==> src/rtl/button_conditioner.sv <==
// rtl/button_conditioner.sv - per-channel synchroniser, debouncer, edge detector and auto-repeat generator
module button_conditioner #(
  parameter int               WIDTH         = 4,
  parameter int               SYNC_STAGES   = 2,
  parameter int               DEBOUNCE_BITS = 16,
  parameter logic [WIDTH-1:0] INVERT        = {WIDTH{1'b0}},
  parameter int               REPEAT_DELAY  = 12500000,
  parameter int               REPEAT_PERIOD = 2500000
) (
  input  logic             clk,
  input  logic             reset,
  input  logic [WIDTH-1:0] d,
  output logic [WIDTH-1:0] q,
  output logic [WIDTH-1:0] rise,
  output logic [WIDTH-1:0] fall,
  output logic [WIDTH-1:0] rpt
);

  typedef enum logic [1:0] {IDLE, DELAY, REPEAT} rpt_state_t;

  localparam logic [DEBOUNCE_BITS-1:0] CNT_MAX     = '1;
  localparam logic [23:0]              DELAY_LAST  = 24'(REPEAT_DELAY - 1);
  localparam logic [23:0]              PERIOD_LAST = 24'(REPEAT_PERIOD - 1);

  for (genvar i = 0; i < WIDTH; i++) begin : g_ch
    logic [SYNC_STAGES-1:0]   sync;
    logic [DEBOUNCE_BITS-1:0] cnt;
    logic                     lvl;
    logic                     q_r;
    logic                     rise_r;
    logic                     fall_r;
    logic                     rpt_r;
    rpt_state_t               state;
    logic [23:0]              rc;
    logic                     s;
    logic                     going_up;
    logic                     going_down;

    // lvl is the debounced level; q trails it by one flop so q, rise, fall and rpt all update together.
    assign s          = sync[SYNC_STAGES-1];
    assign going_up   = lvl & ~q_r;
    assign going_down = ~lvl & q_r;

    always_ff @(posedge clk) begin
      if (reset) begin
        sync   <= '0;
        cnt    <= '0;
        lvl    <= 1'b0;
        q_r    <= 1'b0;
        rise_r <= 1'b0;
        fall_r <= 1'b0;
        rpt_r  <= 1'b0;
        state  <= IDLE;
        rc     <= '0;
      end else begin
        sync <= {sync[SYNC_STAGES-2:0], d[i] ^ INVERT[i]};

        // Any sample matching the current level restarts the window.
        if (s == lvl) begin
          cnt <= '0;
        end else if (cnt == CNT_MAX) begin
          lvl <= s;
          cnt <= '0;
        end else begin
          cnt <= cnt + 1'b1;
        end

        q_r    <= lvl;
        rise_r <= going_up;
        fall_r <= going_down;
        rpt_r  <= 1'b0;

        case (state)
          IDLE: begin
            if (going_up) begin
              rpt_r <= 1'b1;
              rc    <= '0;
              if (REPEAT_DELAY != 0) state <= DELAY;
            end
          end
          DELAY: begin
            if (going_down) begin
              state <= IDLE;
              rc    <= '0;
            end else if (rc == DELAY_LAST) begin
              rpt_r <= 1'b1;
              rc    <= '0;
              state <= REPEAT;
            end else begin
              rc <= rc + 24'd1;
            end
          end
          REPEAT: begin
            // Release wins over a repeat expiring on the same edge.
            if (going_down) begin
              state <= IDLE;
              rc    <= '0;
            end else if (rc == PERIOD_LAST) begin
              rpt_r <= 1'b1;
              rc    <= '0;
            end else begin
              rc <= rc + 24'd1;
            end
          end
          default: begin
            state <= IDLE;
            rc    <= '0;
          end
        endcase
      end
    end

    assign q[i]    = q_r;
    assign rise[i] = rise_r;
    assign fall[i] = fall_r;
    assign rpt[i]  = rpt_r;
  end

endmodule

==> config.mk <==
export PLATFORM = sky130hd
export DESIGN_NAME = button_conditioner
export DESIGN_NICKNAME = d
export VERILOG_FILES = /design/src/rtl/button_conditioner.sv
export SDC_FILE = /design/constraint.sdc
export NUM_CORES = 1
export LEC_CHECK = 0
export ABC_AREA = 1
export CORE_MARGIN = 3
export CORE_UTILIZATION = 33
export DETAILED_ROUTE_END_ITERATION = 10
export PLACE_DENSITY_LB_ADDON = 0.12
export SYNTH_ARGS = -nofsm -noshare
export SYNTH_HDL_FRONTEND = slang
export SYNTH_SLANG_ARGS = --single-unit
==> constraint.sdc <==
create_clock -name clk -period 2 [get_ports clk]
set_input_delay 0.4 -clock clk [delete_from_list [all_inputs] [get_ports clk]]
set_output_delay 0.4 -clock clk [all_outputs]
set_load 0.1 [all_outputs]
==> results.md <==
- Dominant cell by count in the synthesized netlist: nand2_1
- Tot Pwr: 8.53 mW
- FILL cells: 3375
- GRT Total Usage: 0.147
- Final Hold Viols: 0
- Initial Util: 0.337
- Share of the synthesized area in the top cell type: 0.379
- Fin crit share: 0.905
- RR Startpoint: g_ch[1].rc[1]$_SDFFE_PP0P_
- Hold Path Stages: 4
- Top cells by area, synth: dfxtp_1 38%, nand2_1 14%, nor2_1 9.8%, inv_1 7.3%, nand3_1 6.4%
- CTS Buffer Depth: 2
- #FFs+latches synth: 196
- DRC: 0
- Vias per std cell: 4.58
- Clock sink total: 196
- Dpl hpwl: 17400 µm
- Max H-tree Level: 4
- Synthesized area per cell: 6.63 µm²
- Hold WC Path Type: primary input to flip-flop
- Pwr Density: 734 nW/µm²
- Wire per inst: 11.9 µm
- Run status: completed
- ANT cells: 0
- Final design utilization: 0.378
- Leakage: 4.49 nW
- Post-synth EDFFs: 0
- CP endpoint kind: flip-flop
- First-pass GRT wire length: 41200 µm
- Slowest Stage Delay on Critical Path: 360 ps
- Worst Hold Slack: 401 ps
- Worst Hold Endpoint: g_ch[2].cnt[14]$_SDFF_PP0_
- HP Start: reset
- Die height: 183 µm
- Number of hold buffers added after CTS: 0
- Critical Path Fanout Max: 11
- Syn. warnings: 0
- FF-to-FF path depth: 10
- RSZ-0062 raised after global routing: false
- Syn nets: 1594
- TritonCTS Buffers: 17
- Cell Chain, Critical Path: ha_1 > nand3_1 > nor2_1 > nand3_1 > nand2_1 > nand2_1 > nand2_1 > nand2_1 > nand2_1 > nor2_1
- Peak VDD IR: 0.623 mV
- Syn-to-layout area delta: 12.2%
- First-pass DRT Iterations: 5
- Worst reg-to-reg setup slack: 190 ps
- Core area: 30700 µm²
- Io pins: 22
- Reg-to-reg endpoint: g_ch[1].rc[11]$_SDFFE_PP0P_
- Syn Inst Count: 1564
- Die width: 183 µm
- Slew Limit Headroom: 0.694
- Routed wire length: 23700 µm
- Register area share after synthesis: 0.379
- Prevailing post-synth register cell: dfxtp_1
- Nets: 1613
- Post-synth design cell area: 10400 µm²
- Most used cell along the critical path: nand2_1
- Largest net degree at the start of global routing: 35
- CP max stage cell: dfxtp_1
- Setup_tns: 0 ps
- Endpoints failing setup: 0
- Final Wtd Congestion: 0.838
- Max Cap Violations: 0
- Share of cells above drive strength 1: 0.0796
- Reg clk slew, reported paths: 80 ps
- Shortest period the worst path allows: 1810 ps
- Via count: 9132
- Asr flop ratio synth: 0
- Initial antenna violation count: 0
- Worst Max-Slew Pin Slew: 458 ps
- FF/Latch Area: 3920 µm²
- Max-slew violations: 0
- CP arrival: 2130 ps
- Number of cell rows: 64
- Netlist cell types: 41
- Top cells by count, synth: 386 x nand2_1, 270 x nor2_1, 202 x inv_1
- Fmax: 0.552 GHz
- Clock Latency Late Sink: 450 ps
- DIE AREA: 33600 µm²
- Number of global-route vias before repair: 8661
- Startpoint types: flip-flop
- CP Launch Point: g_ch[1].rc[1]$_SDFFE_PP0P_
- Clock Tree Root: clkbuf_16
- Worst Clk Skew: 10.3 ps
- Port Buffers: 21
- Critical path data required time: 2320 ps
- Final ANT Viol Nets: 0
- Area leader, netlist: dfxtp_1
- Grt ovf: 0
- Critical setup path kind: flip-flop to flip-flop
- CTS tree: yes
- Multi-input gate area: 5420 µm²
- DR iter-0 viols: 455
## metal layers
layer	global-route usage	vias up	share of wire
li1	-	4934	-
met1	0.194	4080	0.50
met2	0.245	98	0.46
met3	0.0292	20	0.027
met4	0.0411	0	0.012
met5	0	-	0
## cell usage in the layout, fill, tap and decap left out, drive strengths merged, types with 3 or more instances in the layout
cell | Yosys | final
nor3b | 7 | 7
xnor2 | 16 | 16
nand3b | 6 | 6
nand2 | 401 | 401
nand3 | 135 | 135
nor2 | 289 | 289
bufinv | 0 | 4
nor4 | 3 | 3
ha | 24 | 24
dfxtp | 196 | 196
clkinv | 1 | 8
o22ai | 7 | 7
inv | 211 | 214
clkdlybuf4s50 | 0 | 4
buf | 30 | 37
and2 | 4 | 4
xor2 | 46 | 46
nor3 | 32 | 32
o21ai | 36 | 36
or2 | 7 | 7
a21oi | 65 | 65
clkbuf | 11 | 17
nand4 | 24 | 24
## worst max path at each step
| stage | end | depth (start not counted) |
|---|---|---|
| 2_1_floorplan | g_ch[1].cnt[10]$_SDFF_PP0_ | 11 |
| 3_3_place_gp | g_ch[0].rc[14]$_SDFFE_PP0P_ | 10 |
| 3_5_place_dp | g_ch[0].rc[12]$_SDFFE_PP0P_ | 10 |
| 4_1_cts | g_ch[0].rc[6]$_SDFFE_PP0P_ | 10 |
| 5_1_grt | g_ch[2].cnt[6]$_SDFF_PP0_ | 11 |
| 6_report | g_ch[1].rc[11]$_SDFFE_PP0P_ | 10 |
## where the power goes
| group | internal [mW] | leakage (nW) | total (mW) | switching, mW |
|---|---|---|---|---|
| clock network | 2.13 | 0.313 | 3.79 | 1.66 |
| registers | 3.94 | 1.58 | 3.96 | 0.0284 |
| logic | 0.211 | 2.60 | 0.777 | 0.566 |
| total | 6.28 | 4.49 | 8.53 | 2.25 |
## cell type report
type / count / area share
Multi-Input combinational cell: 1115 / 0.466
Sequential cell: 196 / 0.337
Clock inverter: 15 / 0.0194
Inverter: 212 / 0.0686
Timing Repair Buffer: 41 / 0.0293
Clock buffer: 17 / 0.0366
Tap cell: 396 / 0.0426
## state kept, by name (all words and copies together) (netlist names)
signal / flops
g_ch.rc: 96
g_ch.cnt: 64
g_ch.state: 8
g_ch.sync: 8
g_ch.fall_r: 4
g_ch.lvl: 4
g_ch.q_r: 4
g_ch.rise_r: 4
g_ch.rpt_r: 4
## cells by family after synthesis
kind of cell / Yosys count / share of synthesized area
fa+ha+maj: 24 / 0.0290
flops: 196 / 0.379
xor+xnor: 62 / 0.0524
compound gates: 118 / 0.0602
simple gates: 911 / 0.378
buf+inv: 253 / 0.102
## through the flow
| stage | setup slack, ps | instances | area [µm²] |
|---|---|---|---|
| 4_1_cts | 102 | 1991 | 11600 |
| 3_3_place_gp | 101 | 1959 | 10900 |
| 6_report | 190 | 1992 | 11600 |
| 3_5_place_dp | 144 | 1959 | 10900 |
| 5_1_grt | 17.6 | 1992 | 11600 |
| 2_1_floorplan | 442 | 1564 | 10400 |
## timing repair
item	CTS	global route
endpoints found under the setup margin	0	46
resized for setup	0	10
buffers inserted	0	1
## critical path: cells and delay by family (launching register included)
| family | cells | cell delay [ps] |
|---|---|---|
| simple gates | 9 | 1130 |
| flops | 1 | 360 |
| fa+ha+maj | 1 | 200 |
Note: power is estimated with default switching activity, not from simulation.
